[src/rtl/ccc_clkdiv_gen.sv]
// ccc_clkdiv_gen: NUM_CH runtime-programmable clock-enable / divided-clock channels on the
// fabric clock, with a shadowed reconfiguration applied at the channel-0 period boundary.
module ccc_clkdiv_gen #(
  parameter int unsigned NUM_CH      = 3,
  parameter int unsigned DIV_W       = 5,
  parameter int unsigned RST_DIV     = 3,
  parameter int unsigned LOCK_CYCLES = 16
) (
  input  logic                    CLK,
  input  logic                    RST,
  input  logic                    ENABLE,
  input  logic                    CFG_VALID,
  output logic                    CFG_READY,
  input  logic [NUM_CH*DIV_W-1:0] CFG_DIV,
  input  logic [NUM_CH-1:0]       CFG_BYPASS,
  output logic [NUM_CH-1:0]       CE,
  output logic [NUM_CH-1:0]       DIVOUT,
  output logic                    LOCK
);

  localparam int unsigned LCW = (LOCK_CYCLES > 1) ? $clog2(LOCK_CYCLES) : 1;

  typedef enum logic [1:0] {
    S_LOCKING,
    S_LOCKED,
    S_PENDING
  } state_t;

  state_t            state_q, state_d;
  logic [DIV_W-1:0]  cnt_q     [NUM_CH];
  logic [DIV_W-1:0]  div_act_q [NUM_CH];
  logic [DIV_W-1:0]  div_shd_q [NUM_CH];
  logic [NUM_CH-1:0] byp_act_q, byp_shd_q;
  logic [NUM_CH-1:0] ce_q, divout_q, term;
  logic [LCW-1:0]    lock_cnt_q;
  logic              lock_q;
  logic              accept, apply, lock_hit;

  always_comb begin
    term = '0;
    for (int unsigned i = 0; i < NUM_CH; i++) begin
      term[i] = (cnt_q[i] == div_act_q[i]) | byp_act_q[i];
    end
  end

  // Ready is simply "no configuration waiting in the shadow".
  assign CFG_READY = (state_q != S_PENDING);
  assign accept    = CFG_VALID & CFG_READY;
  assign apply     = (state_q == S_PENDING) & (~ENABLE | term[0]);
  assign lock_hit  = (lock_cnt_q == LCW'(LOCK_CYCLES - 1));

  always_ff @(posedge CLK) begin
    if (RST) begin
      state_q <= S_LOCKING;
    end else begin
      state_q <= state_d;
    end
  end

  always_comb begin
    state_d = state_q;
    if (accept) begin
      state_d = S_PENDING;
    end else if (apply || !ENABLE) begin
      state_d = S_LOCKING;
    end else if ((state_q == S_LOCKING) && lock_hit) begin
      state_d = S_LOCKED;
    end
  end

  always_ff @(posedge CLK) begin
    if (RST) begin
      for (int unsigned i = 0; i < NUM_CH; i++) begin
        cnt_q[i]     <= '0;
        div_act_q[i] <= DIV_W'(RST_DIV);
        div_shd_q[i] <= DIV_W'(RST_DIV);
      end
      byp_act_q  <= '0;
      byp_shd_q  <= '0;
      ce_q       <= '0;
      divout_q   <= '0;
      lock_cnt_q <= '0;
      lock_q     <= 1'b0;
    end else begin
      if (accept) begin
        for (int unsigned i = 0; i < NUM_CH; i++) begin
          div_shd_q[i] <= CFG_DIV[i*DIV_W +: DIV_W];
        end
        byp_shd_q <= CFG_BYPASS;
      end
      if (apply) begin
        div_act_q <= div_shd_q;
        byp_act_q <= byp_shd_q;
      end
      // Apply and ENABLE low share one restart path so all channels stay phase-aligned.
      if (apply || !ENABLE) begin
        for (int unsigned i = 0; i < NUM_CH; i++) begin
          cnt_q[i] <= '0;
        end
        ce_q       <= '0;
        divout_q   <= '0;
        lock_cnt_q <= '0;
        lock_q     <= 1'b0;
      end else begin
        for (int unsigned i = 0; i < NUM_CH; i++) begin
          cnt_q[i] <= term[i] ? '0 : cnt_q[i] + DIV_W'(1);
        end
        ce_q     <= term;
        divout_q <= divout_q ^ term;
        if (!lock_hit) begin
          lock_cnt_q <= lock_cnt_q + LCW'(1);
        end
        lock_q <= lock_q | lock_hit;
      end
    end
  end

  assign CE     = ce_q;
  assign DIVOUT = divout_q;
  assign LOCK   = lock_q;

endmodule

[config.mk]
export PLATFORM = sky130hd
export DESIGN_NAME = ccc_clkdiv_gen
export DESIGN_NICKNAME = d
export VERILOG_FILES = /design/src/rtl/ccc_clkdiv_gen.sv
export SDC_FILE = /design/constraint.sdc
export NUM_CORES = 1
export LEC_CHECK = 0
export CAP_MARGIN = 20
export CORE_MARGIN = 5
export CORE_UTILIZATION = 56
export CTS_CLUSTER_SIZE = 20
export DETAILED_ROUTE_END_ITERATION = 6
export DONT_BUFFER_PORTS = 1
export PLACE_DENSITY = 0.75
export SETUP_SLACK_MARGIN = 0.15
export SLEW_MARGIN = 20
export SYNTH_ARGS = -nofsm -noshare
export SYNTH_HDL_FRONTEND = slang
export SYNTH_SLANG_ARGS = --single-unit
[constraint.sdc]
create_clock -name CLK -period 1.6 [get_ports CLK]
set_input_delay 0.32 -clock CLK [delete_from_list [all_inputs] [get_ports CLK]]
set_output_delay 0.32 -clock CLK [all_outputs]
set_load 0.03 [all_outputs]
==> flow_summary.yaml <==
worst_hold_path:
  hold_end: "div_shd_q[13]$_SDFFE_PP0P_"
  hold_path_class: "input pin to flip-flop"
  min_path_cells: 1
  hp-start: "RST"
cts:
  cts_hold_buf: 0
  htreeDepth: 3
  clockBufferDepth: 2
  cts_root_buf: "clkbuf_8"
  clk_latency_ns: 0.33
  cts_tree: "built"
  cts.clk_slew.worst_paths_ns: 0.07
  numCtsBuffers: 9
  clock-sinks: 64
timing:
  period_share_pct: 100
  fin_skew_ns: 0.00542
  rsz0062_at_grt: "yes"
  layout_min_cycle_time_ns: 1.60
  setup_slack_ns: -0.000319
  fmax_ghz: 0.625
  worst_pin_slew_ns: 0.586
  relSlewSlack_pct: 60.9
  final-hold-violation-count: 0
  slew_viol_final: 0
  setup_viol: 1
  fin_tns_setup_ns: -0.000319
route:
  ant_nets: 0
  vias: 1917
  wl_per_cell_um: 13.8
  dr.pass1.iters: 4
  drt_iter0_drc: 79
  drc: 0
  routed_via_density: 5.11
  wl_mm: 5.18
final_layout:
  final_net_count: 342
  num_antenna_cells: 0
  multi_input_area_um2: 1410
  drive_gt1_share_pct: 24.3
  area_growth_pct: 25.8
  nFillCells: 347
  seq_area_um2: 1430
job:
  max-cap-violations: 0
floorplanning:
  dieArea_um2: 6280
  die_w_um: 79.2
  ioPinCount: 30
  rows: 25
  start_util_pct: 57.2
  die_y_um: 79.2
  core_area_um2: 4690
logic_synthesis:
  synth_cell_types: 28
  yosys_warnings: 0
  synth_area_leader_cell: "dfxtp_1"
  syn_area_um2: 2690
  post_synth_inst_count: 277
  synth-seq-area-share_pct: 53.3
  postSynthAreaPerCell_um2: 9.69
  ys_ff_latch: 64
  synthTopCellsByArea: "dfxtp_1 37%, edfxtp_1 17%, nor2_1 6.6%, xor2_1 6.2%, nand2_1 5.5%"
  yosysTopAreaCellShare_pct: 36.5
power_and_ir_drop:
  leakage_nw: 1.41
  p_sw_share_pct: 23.1
  internal-power_mw: 2.75
  ir_drop_mv: 0.744
  power.switching_uw: 825
  seqPwrFrac_pct: 50.1
  combPwrFrac_pct: 9.8
  p_clk_share_pct: 40.1
  p_per_area_nw_per_um2: 1060
setup_path:
  r2r-end: "div_act_q[14]$_SDFFE_PP0P_"
  end_kind: "flip-flop"
  r2r_cells: 7
  worstPathRequired_ns: 1.82
  crit_arrival_ns: 1.82
  cp-start-kind: "flip-flop"
  critPathKind: "flip-flop to flip-flop"
  crit_fanout: 13
  rr_startpoint: "cnt_q[0][4]$_SDFFCE_PP0P_"
  reg2reg_slack_ns: -0.0003
status:
  status: "finished, violations left"
  violations: "negative setup slack"
global_route:
  first_global_vias: 1828
  grtUsageTotal_pct: 17.8
  gr-total-overflow: 0
  grt_pass1_wl_mm: 8.42
  grt_start_max_net_pins: 45
  antenna_found_initial: 0
place:
  dp_hpwl_mm: 3.27
  pre_cts_slack_ns: -0.218
  io_buffers: 0
  place_congestion: 0.765
-- state kept, by name (all words and copies together), names as in the netlist, 3 cells and up --
name	cells
DIVOUT	3
byp_act_q	3
cnt_q	15
div_shd_q	15
lock_cnt_q	4
byp_shd_q	3
div_act_q	15
CE	3
-- cells in the mapped netlist --
library cell,n
clkbuf_1,6
inv_1,7
a211o_2,1
nand2_1,39
nor2_1,47
nand3b_1,6
a211oi_2,1
nand2b_4,2
xnor2_1,8
a31oi_1,3
xor2_1,19
conb_1,1
buf_12,1
nand2b_1,3
nand3_1,8
a211o_1,1
buf_2,2
dfxtp_1,49
clkbuf_2,1
nor3_1,9
mux2i_1,13
buf_6,2
and2_1,1
edfxtp_1,15
a21oi_1,23
ha_1,4
nor3_2,4
a21oi_4,1
-- per-layer routing --
| metal | vias to the layer above | wire [um] | part of all wire [%] | GRT usage [%] |
|---|---|---|---|---|
| li1 | 978 | - | - | - |
| met2 | 32 | 2550 | 49 | 27.4 |
| met3 | 10 | 179 | 3.5 | 5.78 |
| met5 | - | 0 | 0 | 0 |
| met4 | 0 | 97 | 1.9 | 9.97 |
| met1 | 897 | 2350 | 45 | 21.8 |
-- cells in the final DEF (no fill, tap or decap), types with 7 or more instances in the layout --
master,netlist,layout
xnor2_1,8,8
mux2i_1,13,13
edfxtp_1,15,15
nor2_4,0,8
buf_4,0,18
inv_1,7,7
xor2_1,19,13
dfxtp_1,49,48
clkbuf_8,0,10
nand3_1,8,8
a21oi_1,23,21
nor2_1,47,34
conb_1,1,15
nand2_1,39,39
-- cells by family after synthesis --
group	Yosys count	share of synthesized area [%]
compound gates	30	6.76
mux	13	4.85
buf+inv	19	3.96
simple gates	119	20.3
xor+xnor	27	8.81
other cells	1	0.140
fa+ha+maj	4	1.86
flops	64	53.3
-- critical path, cell delays in order (launching register included) --
cell and delay [ns]:
edfxtp_1 0.43, xor2_2 0.18, nor3_4 0.27, buf_4 0.17
a21oi_4 0.05, buf_12 0.18, mux2i_1 0.16, nor2_1 0.05
-- metrics by stage --
step | instance area [um2] | hold WS (ns) | cells | util (%) | total power, mW
2_1_floorplan | 2760 | 0.399 | 291 | - | 2.03
3_3_place_gp | 2870 | 0.398 | 350 | 61.3 | 2.08
5_1_grt | 3380 | 0.0288 | 375 | 72.0 | 3.73
4_1_cts | 3210 | 0.0389 | 373 | 68.4 | 3.55
6_report | 3380 | 0.0612 | 375 | 72.0 | 3.57
3_5_place_dp | 2870 | 0.399 | 350 | 61.3 | 2.09
-- power by group through the flow --
stage / clock network, mW / registers [mW] / logic, mW
after global placement: 0 / 1.82 / 0.263
final: 1.43 / 1.79 / 0.350
after floorplan: 0 / 1.81 / 0.225
after global routing: 1.55 / 1.80 / 0.388
after detailed placement: 0 / 1.82 / 0.270
after CTS: 1.46 / 1.79 / 0.305
-- timing repair --
| action | in CTS | in global routing |
|---|---|---|
| resized for setup | 15 | 35 |
| setup endpoints to repair | 64 | 49 |
| gates cloned | 2 | 0 |
| setup buffers | 5 | 2 |
| pin swaps | 6 | 8 |
-- worst max path at each step --
stage                                          from                          to  slack [ns]  depth (start not counted)
after floorplan           cnt_q[0][2]$_SDFFCE_PP0P_  div_act_q[12]$_SDFFE_PP0P_        0.09                          6
after global placement    cnt_q[0][1]$_SDFFCE_PP0P_   div_act_q[3]$_SDFFE_PP0P_       -0.17                          5
after detailed placement  cnt_q[0][3]$_SDFFCE_PP0P_  div_act_q[14]$_SDFFE_PP0P_       -0.22                          5
after CTS                 cnt_q[0][1]$_SDFFCE_PP0P_  div_act_q[14]$_SDFFE_PP0P_        0.01                          7
after global routing      cnt_q[0][0]$_SDFFCE_PP0P_  div_act_q[14]$_SDFFE_PP0P_        -0.1                          7
final                     cnt_q[0][4]$_SDFFCE_PP0P_  div_act_q[14]$_SDFFE_PP0P_     -0.0003                          7
-- area by class of cell --
type,count,share of cell area (%)
flip-flops and latches,64,42.4
multi-input cells,209,41.8
repair buffers,25,6.82
clock buffers,14,5.15
well taps,54,2.00
clock inverters,2,1.04
inverters,7,0.778
No activity file was read; power rests on OpenSTA's default activity.
